File: src/rtl/m3_block_scheduler.sv
// Milestone 3 block sequencer: overlaps the decoder (producer) and IDCT (consumer)
// over all 8x8 blocks through two ping-pong DP-RAM banks, and issues block indices.
module m3_block_scheduler #(
    parameter int NUM_BLOCKS = 2400,
    parameter int IDX_W      = 12
) (
    input  logic             Clock_50,
    input  logic             Resetn,
    input  logic             start,
    output logic             finish,
    output logic             dec_start,
    input  logic             dec_finish,
    output logic             dec_bank,
    output logic [IDX_W-1:0] dec_blk_idx,
    output logic             idct_start,
    input  logic             idct_finish,
    output logic             idct_bank,
    output logic [IDX_W-1:0] idct_blk_idx,
    output logic             busy
);

    localparam logic [IDX_W-1:0] LP_NUM = IDX_W'(NUM_BLOCKS);

    typedef enum logic [1:0] {S_IDLE, S_RUN, S_DONE} state_t;

    state_t           r_state;
    logic [1:0]       r_bank_full;
    logic             r_dec_busy, r_idct_busy;
    logic             r_dec_bank, r_idct_bank;
    logic [IDX_W-1:0] r_dec_cnt, r_idct_cnt;
    logic             r_dec_start, r_idct_start, r_finish, r_busy;

    logic             w_run, w_dec_done, w_idct_done, w_last;
    logic [1:0]       w_bank_full;
    logic             w_dec_bank, w_idct_bank, w_dec_busy, w_idct_busy;
    logic [IDX_W-1:0] w_dec_cnt, w_idct_cnt;
    logic             w_dec_issue, w_idct_issue;

    // Issue decisions look at post-completion state so a start follows a finish by one cycle.
    always_comb begin
        w_run       = (r_state == S_RUN);
        w_dec_done  = w_run && r_dec_busy && dec_finish;
        w_idct_done = w_run && r_idct_busy && idct_finish;
        w_bank_full = r_bank_full;
        if (w_idct_done) w_bank_full[r_idct_bank] = 1'b0;
        if (w_dec_done)  w_bank_full[r_dec_bank]  = 1'b1;
        w_dec_bank   = r_dec_bank ^ w_dec_done;
        w_idct_bank  = r_idct_bank ^ w_idct_done;
        w_dec_busy   = r_dec_busy & ~w_dec_done;
        w_idct_busy  = r_idct_busy & ~w_idct_done;
        w_dec_cnt    = r_dec_cnt + IDX_W'(w_dec_done);
        w_idct_cnt   = r_idct_cnt + IDX_W'(w_idct_done);
        w_last       = (w_idct_cnt == LP_NUM);
        w_dec_issue  = w_run && !w_last && !w_dec_busy && (w_dec_cnt < LP_NUM)
                       && !w_bank_full[w_dec_bank];
        w_idct_issue = w_run && !w_last && !w_idct_busy && w_bank_full[w_idct_bank];
    end

    always_ff @(posedge Clock_50 or negedge Resetn) begin
        if (!Resetn) begin
            r_state      <= S_IDLE;
            r_bank_full  <= 2'b00;
            r_dec_busy   <= 1'b0;
            r_idct_busy  <= 1'b0;
            r_dec_bank   <= 1'b0;
            r_idct_bank  <= 1'b0;
            r_dec_cnt    <= '0;
            r_idct_cnt   <= '0;
            r_dec_start  <= 1'b0;
            r_idct_start <= 1'b0;
            r_finish     <= 1'b0;
            r_busy       <= 1'b0;
        end else begin
            r_dec_start  <= 1'b0;
            r_idct_start <= 1'b0;
            r_finish     <= 1'b0;
            case (r_state)
                S_IDLE: begin
                    // NUM_BLOCKS >= 1, so the first decode can always be issued right away.
                    if (start) begin
                        r_state     <= S_RUN;
                        r_busy      <= 1'b1;
                        r_bank_full <= 2'b00;
                        r_dec_bank  <= 1'b0;
                        r_idct_bank <= 1'b0;
                        r_dec_cnt   <= '0;
                        r_idct_cnt  <= '0;
                        r_idct_busy <= 1'b0;
                        r_dec_busy  <= 1'b1;
                        r_dec_start <= 1'b1;
                    end
                end
                S_RUN: begin
                    r_bank_full  <= w_bank_full;
                    r_dec_bank   <= w_dec_bank;
                    r_idct_bank  <= w_idct_bank;
                    r_dec_cnt    <= w_dec_cnt;
                    r_idct_cnt   <= w_idct_cnt;
                    r_dec_busy   <= w_dec_busy | w_dec_issue;
                    r_idct_busy  <= w_idct_busy | w_idct_issue;
                    r_dec_start  <= w_dec_issue;
                    r_idct_start <= w_idct_issue;
                    if (w_last) begin
                        r_state  <= S_DONE;
                        r_finish <= 1'b1;
                    end
                end
                S_DONE: begin
                    r_state <= S_IDLE;
                    r_busy  <= 1'b0;
                end
                default: r_state <= S_IDLE;
            endcase
        end
    end

    assign finish       = r_finish;
    assign dec_start    = r_dec_start;
    assign dec_bank     = r_dec_bank;
    assign dec_blk_idx  = r_dec_cnt;
    assign idct_start   = r_idct_start;
    assign idct_bank    = r_idct_bank;
    assign idct_blk_idx = r_idct_cnt;
    assign busy         = r_busy;

endmodule

File: config.mk
export PLATFORM = sky130hd
export DESIGN_NAME = m3_block_scheduler
export DESIGN_NICKNAME = d
export VERILOG_FILES = /design/src/rtl/m3_block_scheduler.sv
export SDC_FILE = /design/constraint.sdc
export NUM_CORES = 1
export LEC_CHECK = 0
export ABC_AREA = 1
export CAP_MARGIN = 10
export CORE_MARGIN = 10
export CORE_UTILIZATION = 60
export DETAILED_ROUTE_END_ITERATION = 7
export DONT_BUFFER_PORTS = 1
export GPL_ROUTABILITY_DRIVEN = 1
export PLACE_DENSITY_LB_ADDON = 0.25
export SYNTH_ARGS = -nofsm -noshare
export SYNTH_HDL_FRONTEND = slang
export SYNTH_SLANG_ARGS = --single-unit
File: constraint.sdc
create_clock -name Clock_50 -period 6.3 [get_ports Clock_50]
set_input_delay 0.945 -clock Clock_50 [delete_from_list [all_inputs] [get_ports Clock_50]]
set_output_delay 0.945 -clock Clock_50 [all_outputs]
set_load 0.02 [all_outputs]
==> results by group, run 1 <==
Power
  • Clock group share of total power: 15.9%
  • Reg power frac: 55.1%
  • Internal power: 0.443 mW
  • Power Density: 379 mW/mm²
  • Leak pwr: 0.992 nW
  • Switching portion of total power: 44.8%
  • Combinational group share of total power: 28.9%
  • Sw Pwr: 0.360 mW
  • VDD IR max: 0.254 mV
  • Power Total: 0.802 mW

Clocking
  • Post-CTS sizing: 0
  • CTS max path bufs: 2
  • Clk sink count: 36
  • CTS tree: yes
  • Post-CTS Setup Bufs: 0
  • Worst-path clk slew: 0.10 ns
  • H-tree Lvls: 2
  • # hold bufs at CTS: 0
  • CTS root buf: clkbuf_4
  • Clock buffer count from CTS: 5
  • Clock Latency Late Sink: 0.33 ns

STA
  • Relative slew slack: 57.2%
  • RSZ-0062 raised after global routing: no
  • Final min period: 2.64 ns
  • Post-Route Setup TNS: 0 ns
  • Clk_skew: 0.00306 ns
  • Hold Fails Final Rpt: 0
  • Final setup violation count: 0
  • Period utilization: 41.9%
  • Fmax: 0.379 GHz
  • Tightest Pin Transition: 0.641 ns
  • Pins Over Slew Limit: 0
  • Hold slack: 0.293 ns

Yosys
  • Post-synth EDFFs: 0
  • Area share of the largest cell type after synthesis: 44.6%
  • Ys flop type: dfrtp_1
  • Post-synthesis instance total: 267
  • Async set-reset flop share out of synthesis: 100%
  • Synthesized flop and latch total: 36
  • Cell Area, Synth: 0.00202 mm²
  • Sequential fraction of the synthesis area: 44.6%
  • Synth cell types: 26
  • Post-Syn Nets: 276
  • Synth area leader: dfrtp_1
  • Largest cells by area after synthesis: dfrtp_1 (45%), nand2_1 (15%), inv_1 (6.5%)
  • Yosys warning count: 0
  • Syn Area/Cell: 7.56 µm²

Final layout
  • Area Overhead vs Synth: 4.90%
  • Commonest cells after routing, fill and taps aside: nand2_1 (81), dfrtp_1 (36), inv_1 (35)
  • Fillers: 261
  • Layout cell share with drive strength beyond 1: 7.38%
  • Finished Layout Cells: 315
  • Commonest non-fill, non-tap cell in the layout: nand2_1
  • Nets: 279
  • Register area: 901 µm²
  • Multi-input logic area: 957 µm²
  • Number of inserted diodes: 0

Route
  • DR iter-0 viols: 143
  • DR pass1 iterations: 4
  • Vias after detailed routing: 1720
  • Final wirelength: 4390 µm
  • Routed Antenna Nets: 0
  • DR DRC count: 0
  • Via density: 5.46
  • Routed wire per std cell: 13.9 µm

Setup path
  • CP endpoint kind: flop
  • Crit-path max FO: 18
  • Crit path kind: reg -> reg
  • Critical path data arrival time: 2.91 ns
  • Worst EP required: 6.57 ns
  • Crit path launch type: flop

Placed design
  • GP Congestion: 0.902
  • Port Buf Inserts: 0
  • Post-Place Cells: 307
  • Hpwl dp: 3230 µm

Hold path
  • Hold Crit Class: in -> async

Floorplan
  • Die width: 78.0 µm
  • Core Area: 0.00313 mm²
  • Site Rows: 20
  • Starting density of the core: 64.5%
  • Ports: 35
  • Die area: 0.00608 mm²
  • Die Ht: 78.0 µm

Global route
  • GRT overflow: 0
  • Pin count of the biggest net entering global routing: 37
  • First-pass GRT wire length: 7650 µm
  • Number of global-route vias before repair: 1596
  • Tot GR Track Use: 15.3%
  • Antenna violations before repair: 0

Job
  • Max_cap viols: 0

Run status
  • Status: finished, final reports clean
-- routing by layer --
layer	GRT usage (%)	routed length, µm	part of all wire, %	vias to the layer above
met3	6.68	442	10	5
met5	0	0	0	-
met4	4.66	56	1.3	0
met1	19.0	1940	44	787
met2	23.5	1950	44	53
li1	-	-	-	875
-- cells in the mapped netlist, types with 3 or more instances --
library cell and n:
clkbuf_1 4, dfrtp_1 36, ha_1 4, inv_1 35, nand2_1 81, nand2_2 3
nand3_1 16, nor2_1 25, o21ai_0 22, o21ai_1 4, o22ai_1 10, xor2_1 6
-- worst max-delay path: stages, from the launching register on --
cell and delay [ns]:
dfrtp_1 0.39, inv_1 0.16, nand2_4 0.18, inv_6 0.19
nand3_4 0.11, inv_1 0.07, ha_1 0.24, ha_1 0.24
nand2_1 0.09, nor2_2 0.16, nand2_1 0.10, o21ai_1 0.13
nand2_1 0.08, nor2_1 0.09, nand2_1 0.06, nand2_1 0.05
nand3_1 0.09, a21oi_1 0.13
-- final timing paths --
kind | slack [ns] | cells past startpoint | from | endpoint
setup / recovery | 3.66 | 17 | r_state[1] | r_dec_busy
hold / removal | 0.29 | 0 | Resetn | finish
setup reg to reg | 3.66 | 17 | r_state[1] | r_dec_busy
hold reg to reg | 0.50 | 2 | r_bank_full[0] | r_bank_full[0]
max in group asynchronous | 5.93 | 0 | Resetn | dec_blk_idx[1]
min in group Clock_50 | 0.50 | 2 | r_bank_full[0] | r_bank_full[0]
-- cells by family (layout without fill, tap and decap cells) --
group | Yosys count | count (layout) | synth area share (%)
flip-flops | 36 | 36 | 44.6
adder cells (fa/ha/maj) | 4 | 4 | 2.48
buffers and inverters | 41 | 45 | 7.94
AO/OA/AOI/OAI | 43 | 43 | 12.3
XOR/XNOR | 6 | 6 | 2.60
AND/OR/NAND/NOR | 137 | 137 | 30.0
-- power groups by stage --
stage,registers (mW),clock network (mW),logic (mW)
6_report,0.442,0.128,0.232
5_1_grt,0.457,0.140,0.275
4_1_cts,0.446,0.132,0.232
3_5_place_dp,0.451,0,0.231
3_3_place_gp,0.451,0,0.226
2_1_floorplan,0.423,0,0.194
-- per-stage QoR --
step | instance area (µm²) | util [%] | setup slack, ns
after floorplan | 2020 | - | 3.85
after global placement | 2060 | 65.8 | 3.72
after detailed placement | 2060 | 65.8 | 3.65
after CTS | 2120 | 67.7 | 3.63
after global routing | 2120 | 67.7 | 3.20
final | 2120 | 67.7 | 3.66
-- state kept, by name, indices dropped and copies added (netlist names), 2 cells and up --
register and flops:
idct_blk_idx 12, r_state 2, dec_blk_idx 12, r_bank_full 2
-- final cells by class --
class	count	share of cell area [%]
Inverter	37	6.86
Multi-Input combinational cell	190	45.2
Sequential cell	36	42.6
Clock buffer	8	2.78
Tap cell	44	2.60
(Power assumes the default switching activity.)
==> run 2: changes to the inputs <==
CORE_UTILIZATION = 56   (was 60)
clock period = 2.16 ns   (was 6.3 ns; I/O delays follow)
==> run 2 against run 1 <==
Net effect: combinational power increased to 4.1 times the previous value; critical path type unchanged; sequential power grew to 2.9 times the previous value; flip-flop and latch count unchanged.
==> results by group, run 2 (same netlist as run 1, synthesis figures left out) <==
Placed design
  • Hpwl dp: 3570 µm (was 3230 µm)
  • Post-Place Cells: 326 (was 307)
  • GP Congestion: 0.845 (was 0.902)
  • Port Buf Inserts: 0 (unchanged)

Final layout
  • Finished Layout Cells: 335 (was 315)
  • Number of inserted diodes: 0 (unchanged)
  • Fillers: 292 (was 261)
  • Multi-input logic area: 0.00107 mm² (was 957 µm²)
  • Final Util: 69.9% (was 67.7%)
  • Commonest cells after routing, fill and taps aside: nand2_1 (75), dfrtp_1 (36), inv_1 (32) (was nand2_1 (81), dfrtp_1 (36), inv_1 (35))
  • Commonest non-fill, non-tap cell in the layout: nand2_1 (unchanged)
  • Layout cell share with drive strength beyond 1: 20.4% (was 7.38%)
  • Area Overhead vs Synth: 18.4% (was 4.90%)
  • Nets: 300 (was 279)
  • Register area: 901 µm² (unchanged)

STA
  • Relative slew slack: 71.9% (was 57.2%)
  • RSZ-0062 raised after global routing: yes (was no)
  • Tightest Pin Transition: 0.421 ns (was 0.641 ns)
  • Period utilization: 95.3% (was 41.9%)
  • Final setup violation count: 0 (unchanged)
  • Fmax: 0.486 GHz (was 0.379 GHz)
  • Pins Over Slew Limit: 0 (unchanged)
  • Hold Fails Final Rpt: 0 (unchanged)
  • Hold slack: 0.211 ns (was 0.293 ns)
  • Final min period: 2.06 ns (was 2.64 ns)
  • Clk_skew: 0.00707 ns (was 0.00306 ns)

Power
  • Power Total: 2.51 mW (was 0.802 mW)
  • Leak pwr: 1.11 nW (was 0.992 nW)
  • VDD IR max: 0.692 mV (was 0.254 mV)
  • Power Density: 1050 mW/mm² (was 379 mW/mm²)

Floorplan
  • Core Area: 0.00342 mm² (was 0.00313 mm²)
  • Die area: 0.00640 mm² (was 0.00608 mm²)
  • Die Ht: 80.0 µm (was 78.0 µm)
  • Die width: 80.0 µm (was 78.0 µm)
  • Site Rows: 21 (was 20)
  • Starting density of the core: 59.1% (was 64.5%)
  • Ports: 35 (unchanged)

Route
  • Routed met1 length: 2080 µm (was 1940 µm)
  • DR iter-0 viols: 110 (was 143)
  • DR pass1 iterations: 4 (unchanged)
  • Final wirelength: 4960 µm (was 4390 µm)
  • Top sig layer: met4 (unchanged)
  • Via density: 5.43 (was 5.46)
  • DR DRC count: 0 (unchanged)
  • WL met3: 472 µm (was 442 µm)
  • Vias after detailed routing: 1819 (was 1720)
  • Routed wl met2: 2330 µm (was 1950 µm)
  • Routed Antenna Nets: 0 (unchanged)
  • Routed wire per std cell: 14.8 µm (was 13.9 µm)

Global route
  • GRT overflow: 0 (unchanged)
  • Number of global-route vias before repair: 1703 (was 1596)
  • Tot GR Track Use: 15.5% (was 15.3%)
  • Antenna violations before repair: 0 (unchanged)
  • Pin count of the biggest net entering global routing: 37 (unchanged)
  • First-pass GRT wire length: 7910 µm (was 7650 µm)

Setup path
  • FF-to-FF End: r_dec_busy (unchanged)
  • Crit-path max FO: 4 (was 18)
  • CP endpoint kind: flop (unchanged)
  • Critical path data arrival time: 2.33 ns (was 2.91 ns)
  • R2R cell count: 17 (unchanged)
  • Crit path launch type: flop (unchanged)
  • Reg2reg start: r_state[1] (unchanged)
  • Flop-to-flop setup slack: 0.10 ns (was 3.66 ns)
  • Crit path kind: reg -> reg (unchanged)
  • Worst EP required: 2.44 ns (was 6.57 ns)

Job
  • Max_cap viols: 0 (unchanged)

Hold path
  • Hold depth: 2
  • Hold_sp: start
  • Hold Path Sink: dec_start
  • Hold Crit Class: in -> reg (was in -> async)

Run status
  • Status: finished, final reports clean (unchanged)

Clocking
  • CTS max path bufs: 2 (unchanged)
  • CTS tree: yes (unchanged)
  • Clock buffer count from CTS: 5 (unchanged)
  • Clock Latency Late Sink: 0.34 ns (was 0.33 ns)
  • Clk sink count: 36 (unchanged)
  • H-tree Lvls: 2 (unchanged)
  • CTS root buf: clkbuf_4 (unchanged)
  • Worst-path clk slew: 0.10 ns (about the same)
## run 2: changes by cell type in the layout (fill, tap and decap cells not counted), moves of 2 or more
cell | before | now
clkbuf_1 | 2 | 0
nand2_1 | 81 | 75
nor2_1 | 25 | 22
inv_2 | 0 | 3
inv_1 | 35 | 32
nand3_1 | 16 | 14
nand2_4 | 1 | 3
o21ai_1 | 4 | 6
o21ai_0 | 22 | 19
buf_4 | 0 | 18
ha_1 | 4 | 1
nand2_2 | 3 | 7
ha_4 | 0 | 3
nor2_4 | 1 | 3
## run 2: final cells by class
class | count | share of cell area (%)
Clock buffer | 5 | 1.57
Inverter | 37 | 6.13
Multi-Input combinational cell | 190 | 44.8
Sequential cell | 36 | 37.7
Tap cell | 46 | 2.41
Timing Repair Buffer | 21 | 7.39
## run 2: layer usage
layer  vias up  global-route usage (%)
met2        56                    25.0
met4         0                    6.69
met1       855                    18.1
met3         8                    5.74
li1        900                       -
met5         -                       0
## run 2: worst max-delay path by stage
stage / from / end
6_report: r_state[1] / r_dec_busy
3_3_place_gp: r_state[1] / r_dec_busy
3_5_place_dp: r_state[1] / r_dec_busy
4_1_cts: r_state[1] / r_dec_busy
2_1_floorplan: r_state[1] / r_dec_busy
5_1_grt: r_state[1] / r_state[0]
## run 2: where the power goes
part | leakage, nW | switching (mW) | internal [mW]
combinational | 0.628 | 0.557 | 0.384
sequential | 0.462 | 0.395 | 0.863
clock | 0.0230 | 0.203 | 0.109
total | 1.11 | 1.16 | 1.36
## run 2: critical path, cell delays in order, from the launching register on
cell and delay [ns]:
dfrtp_1 0.41, inv_2 0.08, nand2_4 0.06, inv_6 0.07, nand3_4 0.08, inv_2 0.07, ha_4 0.13, ha_4 0.14
nand2_4 0.06, nor2_4 0.13, nand2_2 0.09, o21ai_2 0.13, nand2_1 0.08, nor2_1 0.11, nand2_1 0.07, nand2_2 0.06
nand3_2 0.08, a21oi_2 0.11
## run 2: metrics by stage
step                cell area (µm²)  setup TNS, ns  setup slack, ns
finish                         2390              0            0.102
global route                   2390         -0.252          -0.0574
global placement               2190       -0.00551         -0.00551
CTS                            2280              0          0.00572
detailed placement             2190        -0.0712          -0.0536
floorplan                      2020              0          0.00383
## run 2: timing repair
item,in CTS,in global routing
pin swaps,2,13
buffers inserted,0,2
setup endpoints to repair,2,7
gates cloned,0,0
hold endpoints to repair,36,0
gates resized for setup,5,26
hold buffers,2,0
